[config.mk]
export PLATFORM = sky130hd
export DESIGN_NAME = instr_sequencer
export DESIGN_NICKNAME = d
export VERILOG_FILES = /design/src/rtl/proc_pkg.sv /design/src/rtl/md_watchdog.sv /design/src/rtl/instr_sequencer.sv
export SDC_FILE = /design/constraint.sdc
export NUM_CORES = 1
export LEC_CHECK = 0
export CAP_MARGIN = 25
export CORE_MARGIN = 8
export CORE_UTILIZATION = 48
export DETAILED_ROUTE_END_ITERATION = 12
export HOLD_SLACK_MARGIN = 0.02
export PLACE_DENSITY = 0.81
export SYNTH_ARGS = -nofsm -noshare
export SYNTH_HDL_FRONTEND = slang
export SYNTH_SLANG_ARGS = --single-unit
[constraint.sdc]
create_clock -name clk -period 3 [get_ports clk]
set_input_delay 0.6 -clock clk [delete_from_list [all_inputs] [get_ports clk]]
set_output_delay 0.6 -clock clk [all_outputs]
set_load 0.01 [all_outputs]
[src/rtl/proc_pkg.sv]
// rtl/proc_pkg.sv - shared state encodings, opcodes and PC helpers for the sequencer
package proc_pkg;

  typedef enum logic [2:0] {
    S_IDLE    = 3'd0,
    S_FETCH   = 3'd1,
    S_DECODE  = 3'd2,
    S_EXEC    = 3'd3,
    S_WAIT_MD = 3'd4,
    S_WB      = 3'd5,
    S_HALT    = 3'd6,
    S_ILLEGAL = 3'd7
  } state_t;

  localparam logic [3:0] OP_MUL  = 4'd6;
  localparam logic [3:0] OP_DIV  = 4'd7;
  localparam logic [3:0] OP_JMP  = 4'd12;
  localparam logic [3:0] OP_JZ   = 4'd13;
  localparam logic [3:0] OP_JN   = 4'd14;
  localparam logic [3:0] OP_HALT = 4'd15;

  localparam int SR_Z = 0;
  localparam int SR_N = 1;

  function automatic logic [7:0] seq_pc(input logic [7:0] pc, input int prog_len);
    if (int'(pc) == prog_len - 1) return 8'd0;
    return pc + 8'd1;
  endfunction

  // Target wraps mod 256 first; anything beyond the program restarts at slot 0.
  function automatic logic [7:0] jump_pc(input logic [7:0] pc, input logic [7:0] ofs,
                                         input int prog_len);
    logic [7:0] tgt;
    tgt = pc + ofs;
    if (int'(tgt) >= prog_len) return 8'd0;
    return tgt;
  endfunction

endpackage

[src/rtl/md_watchdog.sv]
// rtl/md_watchdog.sv - cycle counter bounding the wait for a multiply/divide result
module md_watchdog #(
  parameter int MD_TIMEOUT = 32
) (
  input  logic i_clk,
  input  logic i_rst_n,
  input  logic i_clr,
  input  logic i_en,
  output logic o_reached
);

  logic [7:0] r_count;

  always_ff @(posedge i_clk or negedge i_rst_n) begin
    if (!i_rst_n) begin
      r_count <= 8'd0;
    end else if (i_clr) begin
      r_count <= 8'd0;
    end else if (i_en) begin
      r_count <= r_count + 8'd1;
    end
  end

  // High during the cycle whose increment brings the count to MD_TIMEOUT.
  assign o_reached = (int'(r_count) >= MD_TIMEOUT - 1);

endmodule

[src/rtl/instr_sequencer.sv]
// rtl/instr_sequencer.sv - multi-cycle fetch/decode/execute/writeback sequencer with PC
module instr_sequencer
  import proc_pkg::*;
#(
  parameter int PROG_LEN   = 16,
  parameter int MD_TIMEOUT = 32
) (
  input  logic        clk,
  input  logic        reset,
  input  logic        run,
  input  logic [3:0]  opcode,
  input  logic [8:0]  address,
  input  logic [15:0] sr,
  input  logic        md_done,
  output logic [7:0]  pc,
  output logic        ir_load,
  output logic        rf_we,
  output logic        md_start,
  output logic [2:0]  state,
  output logic        halted,
  output logic        md_err,
  output logic [15:0] retired
);

  state_t      r_state;
  state_t      w_next;
  logic [7:0]  r_pc;
  logic [7:0]  w_pc_next;
  logic        r_md_start;
  logic        r_md_err;
  logic [15:0] r_retired;
  logic        w_retire;
  logic        w_set_err;
  logic        w_wd_clr;
  logic        w_wd_en;
  logic        w_wd_reached;
  logic        w_taken;
  logic        w_is_md;
  logic        w_unused;

  assign w_unused = ^{address[8], sr[15:2]};
  assign w_is_md  = (opcode == OP_MUL) || (opcode == OP_DIV);

  md_watchdog #(.MD_TIMEOUT(MD_TIMEOUT)) u_md_watchdog (
    .i_clk     (clk),
    .i_rst_n   (reset),
    .i_clr     (w_wd_clr),
    .i_en      (w_wd_en),
    .o_reached (w_wd_reached)
  );

  always_comb begin
    w_next    = r_state;
    w_pc_next = r_pc;
    w_retire  = 1'b0;
    w_set_err = 1'b0;
    w_wd_clr  = 1'b0;
    w_wd_en   = 1'b0;
    w_taken   = 1'b0;
    case (r_state)
      S_IDLE:   if (run) w_next = S_FETCH;
      S_FETCH:  w_next = S_DECODE;
      S_DECODE: w_next = S_EXEC;
      S_EXEC: begin
        case (opcode)
          OP_HALT: begin
            w_retire = 1'b1;
            w_next   = S_HALT;
          end
          OP_JMP, OP_JZ, OP_JN: begin
            w_taken   = (opcode == OP_JMP) ||
                        ((opcode == OP_JZ) && sr[SR_Z]) ||
                        ((opcode == OP_JN) && sr[SR_N]);
            w_pc_next = w_taken ? jump_pc(r_pc, address[7:0], PROG_LEN)
                                : seq_pc(r_pc, PROG_LEN);
            w_retire  = 1'b1;
            w_next    = run ? S_FETCH : S_IDLE;
          end
          OP_MUL, OP_DIV: begin
            w_wd_clr = 1'b1;
            w_next   = S_WAIT_MD;
          end
          default: w_next = S_WB;
        endcase
      end
      S_WAIT_MD: begin
        w_wd_en = 1'b1;
        // A result arriving on the timeout cycle still counts as a success.
        if (md_done) begin
          w_next = S_WB;
        end else if (w_wd_reached) begin
          w_set_err = 1'b1;
          w_next    = S_HALT;
        end
      end
      S_WB: begin
        w_pc_next = seq_pc(r_pc, PROG_LEN);
        w_retire  = 1'b1;
        w_next    = run ? S_FETCH : S_IDLE;
      end
      S_HALT:  w_next = S_HALT;
      default: w_next = S_IDLE;
    endcase
  end

  // md_start is registered off DECODE so it lands in EXEC without an input-to-output path.
  always_ff @(posedge clk or negedge reset) begin
    if (!reset) begin
      r_state    <= S_IDLE;
      r_pc       <= 8'd0;
      r_md_start <= 1'b0;
      r_md_err   <= 1'b0;
      r_retired  <= 16'd0;
    end else begin
      r_state    <= w_next;
      r_pc       <= w_pc_next;
      r_md_start <= (r_state == S_DECODE) && w_is_md;
      if (w_set_err) r_md_err <= 1'b1;
      if (w_retire) r_retired <= r_retired + 16'd1;
    end
  end

  assign pc       = r_pc;
  assign state    = r_state;
  assign ir_load  = (r_state == S_FETCH);
  assign rf_we    = (r_state == S_WB);
  assign md_start = r_md_start;
  assign halted   = (r_state == S_HALT);
  assign md_err   = r_md_err;
  assign retired  = r_retired;

endmodule
==> qor.txt, run 1 <==
Status: finished clean
Synth Register Bits: 37
Fin util: 64.2%
Post-synth ARST share: 100%
Layout Nets: 342
Final TNS setup: 0 ns
Clock Sink Count: 37
N_diodes: 0
Post-Syn Nets: 283
Final worst-path cycle share: 87.5%
Post-DR vias/cell: 5.63
Cell row count: 25
Clock power share: 22.8%
Final worst slack: 0.374 ns
Antenna violations before repair: 0
Layout area overhead: 30.8%
Switching pwr: 0.694 mW
CP Capture Type: flop
GPL Wtd Cong: 0.786
Slew margin rel.: 45.5%
Syn_area_per_cell: 9.50 um2
Most frequent cells in the layout: 48 x clkdlybuf4s50_1, 37 x dfrtp_1, 22 x nor2_1, 21 x nand2_1
Final HPWL DP: 3900 um
Root buffer cell: clkbuf_8
Share of cells above drive strength 1: 8.03%
Synth warnings: 0
Fin Hold WS: 0.401 ns
Crit-path max cell delay: 0.42 ns
Total power: 1.97 mW
DRC: 0
Comb pwr share: 40.8%
CTS tree: yes
Number of port buffers: 49
Top FF cell, synth: dfrtp_1
Area contributors post-synth: dfrtp_1 41%, ha_1 5.5%, xnor2_1 5.0%
Sequential fraction of the synthesis area: 40.8%
I/O pin total: 65
Wirelength, routed: 5190 um
Crit path launch type: input port
First-pass GRT wire length: 8970 um
CTS buffer count: 5
Clock Skews: 0.00477 ns
RSZ-0062 raised after global routing: false
Post-Synthesis Cells: 239
Internal Power: 1.28 mW
Kind of critical path: in -> reg
Worst path bufs/invs: 2
Mapped Area: 2270 um2
CTS resizes: 0
Max-cap violations: 0
Drt pass-1 iters: 6
Cell taking the most area after synthesis: dfrtp_1
Post-synth top area share: 40.8%
Sequential fraction of design power: 36.4%
Worst-Margin Slew: 0.818 ns
Clock Pin Slew Worst Setup and Hold Paths: 0.07 ns
Total core area: 4630 um2
Die area: 7190 um2
CP max stage cell: or4_4
Post-CTS Setup Inserts: 0
Tmin final: 2.63 ns
Final hold viol count: 0
Clk_lat worst skew: 0.29 ns
Die Wd: 84.8 um
Largest buffer count on any clock path: 2
Worst Path Arrival: 2.82 ns
PwrDens: 663 nW/um2
Maximum clock frequency: 381 MHz
Wire per inst: 14.7 um
Worst hold path type: in -> async
All-Layer GR Usage: 15.3%
WP data required: 3.20 ns
Crit-path max FO: 5
Leakage power: 1.29 nW
Post-synth EDFFs: 0
Drt initial violations: 89
Post-Place Setup Slack: 0.0736 ns
Vias: 1987
Commonest non-fill, non-tap cell in the layout: clkdlybuf4s50_1
Slew Viols, Final: 0
Vias in the first global route: 2011
Max rail drop VDD: 359 uV
Critical path's top delay family: simple AND/OR/NAND/NOR gates
Crit-path cells: clkdlybuf4s50_1 -> ha_1 -> inv_1 -> a221o_1 -> or4_4 -> or3_4 -> o31ai_1
Switching share of power: 35.2%
Post-route ant nets: 0
Chip Height: 84.8 um
Count of unique library cells instantiated by Yosys: 53
Initial Util: 49.1%
H-tree lvl count: 2
Gr ovfl total: 0
Largest net degree at the start of global routing: 38
# setup viols final: 0
Hold_buf cts: 0
routing by layer:
| metal | wire length [um] | share of wire (%) | track usage (%) |
|---|---|---|---|
| met5 | 0 | 0 | 0 |
| met4 | 57 | 1.1 | 6.15 |
| met3 | 324 | 6.2 | 4.88 |
| met2 | 2480 | 48 | 24.9 |
| met1 | 2330 | 45 | 18.1 |
path summary, 6_finish.rpt:
check,slack [ns],end,cells after the start,from
max in group asynchronous,2.09,state[2],1,reset
worst min-delay path,0.40,retired[5],1,reset
worst max register to register,0.57,pc[0],5,state[2]
min in group clk,0.47,retired[15],1,retired[15]
worst min register to register,0.47,retired[15],1,retired[15]
worst max-delay path,0.37,pc[0],7,address[6]
cell families after synthesis:
kind of cell             share of synthesized area [%]
multiplexers                                      1.82
buffers and inverters                             2.98
AO/OA/AOI/OAI                                     15.2
AND/OR/NAND/NOR                                   22.8
adder cells (fa/ha/maj)                           6.39
flip-flops                                        40.8
XOR/XNOR                                          10.0
registers in the layout, summed over array words and instances, names as in the netlist:
| register | cells |
|---|---|
| u_md_watchdog.r_count | 8 |
| md_start | 1 |
| state | 3 |
| md_err | 1 |
| retired | 16 |
| pc | 8 |
synthesized netlist by cell type, types with 2 or more instances:
master,count
ha_1,10
nor2b_1,3
a211oi_1,2
mux2i_1,3
and3_1,9
nor3_1,2
o2111ai_1,2
inv_1,7
nor3b_1,5
buf_6,2
a21oi_1,12
and4_1,2
nand3_1,9
xor2_1,13
o21ai_0,12
o31ai_1,5
nor4_1,2
clkbuf_1,3
xnor2_1,13
o21bai_1,2
a41oi_1,2
o21a_1,2
nand2_1,21
nand2b_1,6
and2_1,2
dfrtp_1,37
nor2_1,22
nand4_1,4
through the flow:
step | instances | area [um2]
2_1_floorplan | 239 | 2270
3_3_place_gp | 345 | 2850
3_5_place_dp | 345 | 2850
4_1_cts | 353 | 2970
5_1_grt | 353 | 2970
6_report | 353 | 2970
power by group through the flow:
stage          clock network, mW  registers (mW)  logic (mW)
2_1_floorplan                  0           0.727       0.478
3_3_place_gp                   0           0.717       0.786
3_5_place_dp                   0           0.723       0.802
4_1_cts                    0.458           0.714       0.810
5_1_grt                    0.478           0.735       0.899
6_report                   0.450           0.716       0.804
final cells by class:
| cell class | count | area [um2] |
|---|---|---|
| clock buffers | 6 | 82.6 |
| flip-flops and latches | 37 | 926 |
| inverters | 7 | 26.3 |
| fillers | 400 | 1660 |
| repair buffers | 58 | 553 |
| well taps | 54 | 67.6 |
| multi-input cells | 189 | 1280 |
| clock inverters | 2 | 37.5 |
Note: power is estimated with default switching activity, not from simulation.
==> run 2: changes to the inputs <==
--- a/config.mk
+++ b/config.mk
@@ -11,6 +11,7 @@
 export DETAILED_ROUTE_END_ITERATION = 12
 export HOLD_SLACK_MARGIN = 0.02
 export PLACE_DENSITY = 0.81
+export RECOVER_POWER = 25
 export SYNTH_ARGS = -nofsm -noshare
 export SYNTH_HDL_FRONTEND = slang
 export SYNTH_SLANG_ARGS = --single-unit
==> qor.txt, run 2 (synthesis results as in run 1) <==
Wirelength, routed: 5190 um
Final worst-path cycle share: 87.5%
Worst-Margin Slew: 1.96 ns
Final hold viol count: 0
Drt initial violations: 89
CTS resizes: 0
GPL Wtd Cong: 0.786
Tmin final: 2.63 ns
Worst Path Arrival: 2.82 ns
Layout Nets: 342
Max rail drop VDD: 359 uV
Post-CTS Setup Inserts: 0
Internal Power: 1.28 mW
N_diodes: 0
Drt pass-1 iters: 6
Comb pwr share: 40.8%
Antenna violations before repair: 0
Largest register FFs: 16
Die Wd: 84.8 um
DRC: 0
Initial Util: 49.1%
Reg-to-reg critical path startpoint: state[2]
Total power: 1.97 mW
Gr ovfl total: 0
Final TNS setup: 0 ns
Clock power share: 22.8%
Crit-path max FO: 5
Switching pwr: 0.694 mW
Worst r2r dst: pc[0]
Sequential fraction of design power: 36.4%
Switching share of power: 35.3%
I/O pin total: 65
CP Capture Type: flop
Final instance area: 2970 um2
Die area: 7190 um2
First-pass GRT wire length: 8970 um
Worst hold path type: reg -> reg
Commonest non-fill, non-tap cell in the layout: clkdlybuf4s50_1
Kind of critical path: in -> reg
Clk_lat worst skew: 0.29 ns
Post-route ant nets: 0
CTS buffer count: 5
Largest buffer count on any clock path: 2
Chip Height: 84.8 um
Most frequent cells in the layout: 48 x clkdlybuf4s50_1, 37 x dfrtp_1, 22 x nor2_1, 21 x nand2_1
Clock Skews: 0.00477 ns
Fin util: 64.1%
All-Layer GR Usage: 15.3%
Slew margin rel.: -30.3%
Final worst slack: 0.374 ns
Number of port buffers: 49
Crit path launch type: input port
Hold_sp: retired[15]
Worst Hold Depth: 1
Status: finished with violations
Slew Viols, Final: 38
Final HPWL DP: 3900 um
PwrDens: 663 nW/um2
Post-DP Area: 2850 um2
RSZ-0062 raised after global routing: false
Share of cells above drive strength 1: 7.69%
Worst R2R Setup Slack: 0.57 ns
CTS tree: yes
Hold_buf cts: 0
Clock Sink Count: 37
Root buffer cell: clkbuf_8
Wire per inst: 14.7 um
Failing checks: max-capacitance violations, max-slew violations
Total core area: 4630 um2
Worst R2R Path Depth: 5
Crit-path cells: clkdlybuf4s50_1 -> ha_1 -> inv_1 -> a221o_1 -> or4_4 -> or3_4 -> o31ai_1
CP max stage cell: or4_4
Vias: 1987
Largest net degree at the start of global routing: 38
Layout area overhead: 30.7%
# setup viols final: 0
Maximum clock frequency: 381 MHz
Leakage power: 1.29 nW
Post-DR vias/cell: 5.63
Crit-path max cell delay: 0.42 ns
H-tree lvl count: 2
Max-cap violations: 1
Hold endpoint: retired[15]
WP data required: 3.20 ns
Vias in the first global route: 2011
Post-Place Setup Slack: 0.0736 ns
Cell row count: 25
Clock Pin Slew Worst Setup and Hold Paths: 0.07 ns
[run 2: worst max-delay path by stage]
| stage | end | startpoint |
|---|---|---|
| 6_report | pc[0] | address[6] |
| 5_1_grt | pc[0] | address[6] |
| 4_1_cts | pc[0] | address[6] |
| 3_5_place_dp | pc[0] | address[6] |
| 3_3_place_gp | pc[1] | address[6] |
| 2_1_floorplan | pc[0] | state[2] |
[run 2: area by class of cell]
cell class | instances | area [um2]
Clock inverter | 2 | 37.5
Sequential cell | 37 | 926
Timing Repair Buffer | 58 | 552
Fill cell | 400 | 1660
Inverter | 7 | 26.3
Multi-Input combinational cell | 189 | 1280
Clock buffer | 6 | 82.6
Tap cell | 54 | 67.6
[run 2: routing by layer]
metal / vias to the layer above / part of all wire, % / global-route usage (%)
met5: - / 0 / 0
met4: 0 / 1.1 / 6.15
met3: 4 / 6.2 / 4.88
met2: 53 / 48 / 24.9
met1: 949 / 45 / 18.1
li1: 981 / - / -
[run 2: worst max-delay path: cells and delay by family]
kind	cells	cell delay, ns
AND/OR/NAND/NOR	2	0.83
AO/OA/AOI/OAI	2	0.57
buffers and inverters	2	0.47
adder cells (fa/ha/maj)	1	0.35
[run 2: through the flow]
| stage | hold WS (ns) | std cells |
|---|---|---|
| floorplan | 0.304 | 239 |
| global placement | 0.461 | 345 |
| detailed placement | 0.465 | 345 |
| CTS | 0.419 | 353 |
| global route | 0.484 | 353 |
| finish | 0.468 | 353 |
[run 2: power by group through the flow]
stage / Clock [mW] / Sequential, mW / Combinational (mW)
2_1_floorplan: 0 / 0.727 / 0.478
3_3_place_gp: 0 / 0.717 / 0.786
3_5_place_dp: 0 / 0.723 / 0.802
4_1_cts: 0.458 / 0.714 / 0.810
5_1_grt: 0.478 / 0.735 / 0.899
6_report: 0.450 / 0.716 / 0.804
==> RTL edit 1 (settings of run 1) <==
Take the reset off `r_pc` and load it in a clocked block of its own.
--- a/src/rtl/instr_sequencer.sv
+++ b/src/rtl/instr_sequencer.sv
@@ -107,17 +107,19 @@
   always_ff @(posedge clk or negedge reset) begin
     if (!reset) begin
       r_state    <= S_IDLE;
-      r_pc       <= 8'd0;
       r_md_start <= 1'b0;
       r_md_err   <= 1'b0;
       r_retired  <= 16'd0;
     end else begin
       r_state    <= w_next;
-      r_pc       <= w_pc_next;
       r_md_start <= (r_state == S_DECODE) && w_is_md;
       if (w_set_err) r_md_err <= 1'b1;
       if (w_retire) r_retired <= r_retired + 16'd1;
     end
+  end
+
+  always_ff @(posedge clk) begin
+    r_pc <= w_pc_next;
   end
 
   assign pc       = r_pc;
Check against the original RTL: differs if reset is asserted again (counterexample within 10 cycles, from zero or initial values and one cycle with reset low); with reset held inactive, the same outputs for 10 cycles.
==> RTL edit 1 against run 1 <==
- global-route usage down 0.41 points
- largest cell class unchanged
- synthesized area down 0.28%
- clock skew about the same
- largest power group is now registers
- die area down 0.21%
- final cell count down 1.4%
- sequential cell count unchanged
- critical endpoint is now pc[0]
- setup slack worse by 0.13 ns
- routed wire length down 1.1%
- cell area down 1.2%
- register-to-register slack worse by 0.02 ns
- total power down 2.5%
==> RTL edit 1: results <==
metrics = {
    "run_status": {
        "status": "completed",
    },
    "global_routing": {
        "grtUsageMet1": 0.162,
        "grtUsageMet2": 0.261,
        "grt_pass1_vias": 2008,
        "use_met3": 0.0400,
        "grt_max_degree": 30,
        "track_usage": 0.148,
    },
    "yosys": {
        "synth_xor_area_frac": 0.108,
        "yosys.area_share.adder": 0.0641,
        "post_synth_mux_area_share": 0.0138,
        "synth_cell_types": 44,
        "synth_edf_count": 8,
        "synthArstFlopShare": 0.784,
    },
    "power": {
        "vdd_drop_max_v": 0.000462,
        "leakagePower_uw": 0.00122,
        "intPower_uw": 1210,
    },
    "placement": {
        "dp.cells": 340,
        "place.gp.congestion": 0.858,
        "pre_cts_ws_ns": -0.0868,
        "dp_hpwl_um": 3940,
        "dpl_cell_area_um2": 2830,
    },
    "layout": {
        "fill_cells": 390,
        "final_layout_size_suffix_gt1_frac": 0.0714,
    },
    "drt": {
        "wl_met3_um": 312,
        "drtIter0Drc": 79,
        "dr.pass1.iters": 4,
        "via_per_inst": 5.64,
        "met1_length_um": 2180,
    },
    "timing": {
        "worst_pin_slew_ns": 0.544,
        "clock_skew_ns": 0.00483,
    },
    "critical_path": {
        "critPathMaxFanout": 4,
        "arrival_ns": 2.86,
        "cpLargestDelayFamily": "compound AO/OA/AOI/OAI gates",
        "max_stage_delay_ns": 0.46,
    },
    "min_path": {
        "hp-class": "register to register",
    },
}
## RTL edit 1: final cells by class
type                    instances  area share
multi-input cells             183       0.417
well taps                      54      0.0230
clock buffers                   7      0.0328
flip-flops and latches         37       0.329
inverters                      12      0.0162
repair buffers                 54       0.180
clock inverters                 1     0.00171
## RTL edit 1: worst paths after layout
check | end | slack [ns] | cells after the start | start
max | pc[0] | 0.24 | 9 | address[0]
min | retired[15] | 0.47 | 1 | retired[15]
min in group asynchronous | u_md_watchdog.r_count[5] | 0.69 | 2 | reset
max in group asynchronous | retired[4] | 2.04 | 2 | reset
min reg2reg | retired[15] | 0.47 | 1 | retired[15]
max reg2reg | pc[0] | 0.55 | 8 | pc[0]
## RTL edit 1: power groups by stage
| stage | sequential [uW] | combinational [uW] | clock (uW) |
|---|---|---|---|
| 2_1_floorplan | 774 | 474 | 0 |
| 3_3_place_gp | 801 | 723 | 0 |
| 3_5_place_dp | 805 | 743 | 0 |
| 4_1_cts | 796 | 749 | 393 |
| 5_1_grt | 820 | 835 | 405 |
| 6_report | 796 | 744 | 382 |
## RTL edit 1: cells by family (layout without fill, tap and decap cells)
group                    Yosys count  in the layout
AO/OA/AOI/OAI                     43             43
multiplexers                       3              3
adder cells (fa/ha/maj)           11             11
flip-flops                        37             37
XOR/XNOR                          28             28
buffers and inverters             16             74
AND/OR/NAND/NOR                   98             98
## RTL edit 1: per-stage QoR
stage	hold slack, ns	util
floorplan	0.304	-
global placement	0.458	0.611
detailed placement	0.470	0.611
CTS	0.480	0.633
global route	0.506	0.634
finish	0.471	0.634
## RTL edit 1: what timing repair did
| action | CTS | global route |
|---|---|---|
| endpoints found under the hold margin | 0 | 0 |
| resized for setup | 0 | 1 |
| buffers inserted | 0 | 0 |
| endpoints found under the setup margin | 0 | 1 |
==> RTL edit 2 (flow settings as in run 1) <==
Without the edit above. The parameter `PROG_LEN` goes from 16 to 8.
--- a/src/rtl/instr_sequencer.sv
+++ b/src/rtl/instr_sequencer.sv
@@ -2,7 +2,7 @@
 module instr_sequencer
   import proc_pkg::*;
 #(
-  parameter int PROG_LEN   = 16,
+  parameter int PROG_LEN   = 8,
   parameter int MD_TIMEOUT = 32
 ) (
   input  logic        clk,
Behaviour: not the same (Yosys sat finds a counterexample within 10 cycles, from zero or initial values and one cycle with reset low).
==> RTL edit 2 against run 1 <==
- count of clock-buffer cells in the layout unchanged
- final cell count down 0.85%
- cell area up 0.13%
- worst hold slack better by 0.072 ns
- total power up 17%
- setup slack worse by 0.18 ns
- maximum frequency down 6.3%
- global-route usage down 1.5 points
- synthesized area up 1.8%
- sequential cell count unchanged
- combinational power up 23%
- routed wire length down 3.7%
- largest power group unchanged
==> RTL edit 2: results <==
metrics = {
    "layout": {
        "finish.net_count": 339,
        "instances_no_fill": 350,
        "final_layout_size_suffix_gt1_frac": 0.0811,
        "fill_cells": 381,
    },
    "drt": {
        "met1_length_um": 2290,
        "drt_wl_total_um": 5000,
        "wl_met3_um": 221,
        "dr.pass1.iters": 4,
        "dr_total_vias": 1945,
        "met2_length_um": 2420,
        "drtIter0Drc": 94,
    },
    "placement": {
        "pre_cts_ws_ns": -0.0726,
        "dp.cells": 342,
        "place.gp.congestion": 0.878,
        "dp_hpwl_um": 3850,
        "dpl_cell_area_um2": 2850,
    },
    "global_routing": {
        "grt_pass1_vias": 1816,
        "track_usage": 0.138,
        "grt_pass1_wl_um": 8260,
        "antenna_found_initial": 0,
    },
    "timing": {
        "final.min_clock_period_ns": 2.80,
        "worst_pin_slew_ns": 0.725,
        "clock_skew_ns": 0.00510,
    },
    "yosys": {
        "syn_area_per_cell_um2": 9.51,
        "synth_cell_types": 62,
        "synth_top_cells_by_area": "dfrtp_1 (40%), xnor2_1 (6.4%), ha_1 (5.4%)",
        "synthTopCellsByCount": "dfrtp_1 (37), nor2_1 (32), nand2_1 (20)",
        "synth_nets": 287,
        "ys_seq_area_frac": 0.401,
    },
    "critical_path": {
        "reg2reg_depth": 9,
        "ff2ff_setup_slack_ns": 0.52,
        "arrival_ns": 3.02,
        "critPathMaxFanout": 3,
    },
    "clock_tree": {
        "cts_made_buffers": 5,
        "post_cts_buffers": 0,
    },
    "power": {
        "vdd_drop_max_v": 0.000420,
        "leakagePower_uw": 0.00126,
    },
    "min_path": {
        "hp-class": "register to register",
    },
    "run_status": {
        "status": "completed",
    },
}
-- RTL edit 2: changes by cell type after synthesis, moves of 5 or more --
cell     before  now
nand3_1       9   15
and3_1        9    4
nor2_1       22   32
a21oi_1      12    4
o21ai_0      12    2
-- RTL edit 2: kinds of logic after synthesis --
group                    after synthesis  share of synthesized area
AND/OR/NAND/NOR                      111                      0.259
multiplexers                           3                     0.0135
adder cells (fa/ha/maj)               11                     0.0628
buffers and inverters                 15                     0.0292
XOR/XNOR                              29                      0.110
AO/OA/AOI/OAI                         37                      0.125
flip-flops                            37                      0.401
-- RTL edit 2: critical path, stage by stage --
cell	delay, ns
clkdlybuf4s50_1	0.48
ha_1	0.17
inv_1	0.05
fa_1	0.37
nand2b_1	0.19
a211oi_1	0.27
o211ai_1	0.21
a2111oi_0	0.45
nand4_1	0.15
nand3_1	0.10
-- RTL edit 2: path summary, 6_finish.rpt --
path | to | startpoint
max | pc[2] | address[0]
min | retired[15] | retired[15]
max reg2reg | pc[2] | pc[0]
min reg2reg | retired[15] | retired[15]
max in group asynchronous | state[0] | reset
min in group asynchronous | retired[15] | reset
-- RTL edit 2: cell type report --
class,count,area (um^2),share of cell area
Inverter,8,30.0,0.0101
Timing Repair Buffer,52,513,0.172
Tap cell,54,67.6,0.0227
Multi-Input combinational cell,191,1320,0.443
Clock inverter,2,37.5,0.0126
Clock buffer,6,82.6,0.0278
Sequential cell,37,926,0.311
-- RTL edit 2: layer usage --
layer,up-vias,track usage
met1,921,0.163
li1,982,-
met2,35,0.230
met4,0,0.0430
met5,-,0
met3,7,0.0444
-- RTL edit 2: power breakdown --
part / internal (uW) / switching (uW)
clock network: 270 / 178
logic: 521 / 464
registers: 639 / 234
total: 1430 / 875
-- RTL edit 2: stage by stage --
| stage | utilization | TNS [ns] | hold WS (ns) |
|---|---|---|---|
| 2_1_floorplan | - | 0 | 0.304 |
| 3_3_place_gp | 0.608 | -0.0206 | 0.464 |
| 3_5_place_dp | 0.608 | -0.0726 | 0.464 |
| 4_1_cts | 0.634 | 0 | 0.476 |
| 5_1_grt | 0.634 | 0 | 0.501 |
| 6_report | 0.634 | 0 | 0.473 |
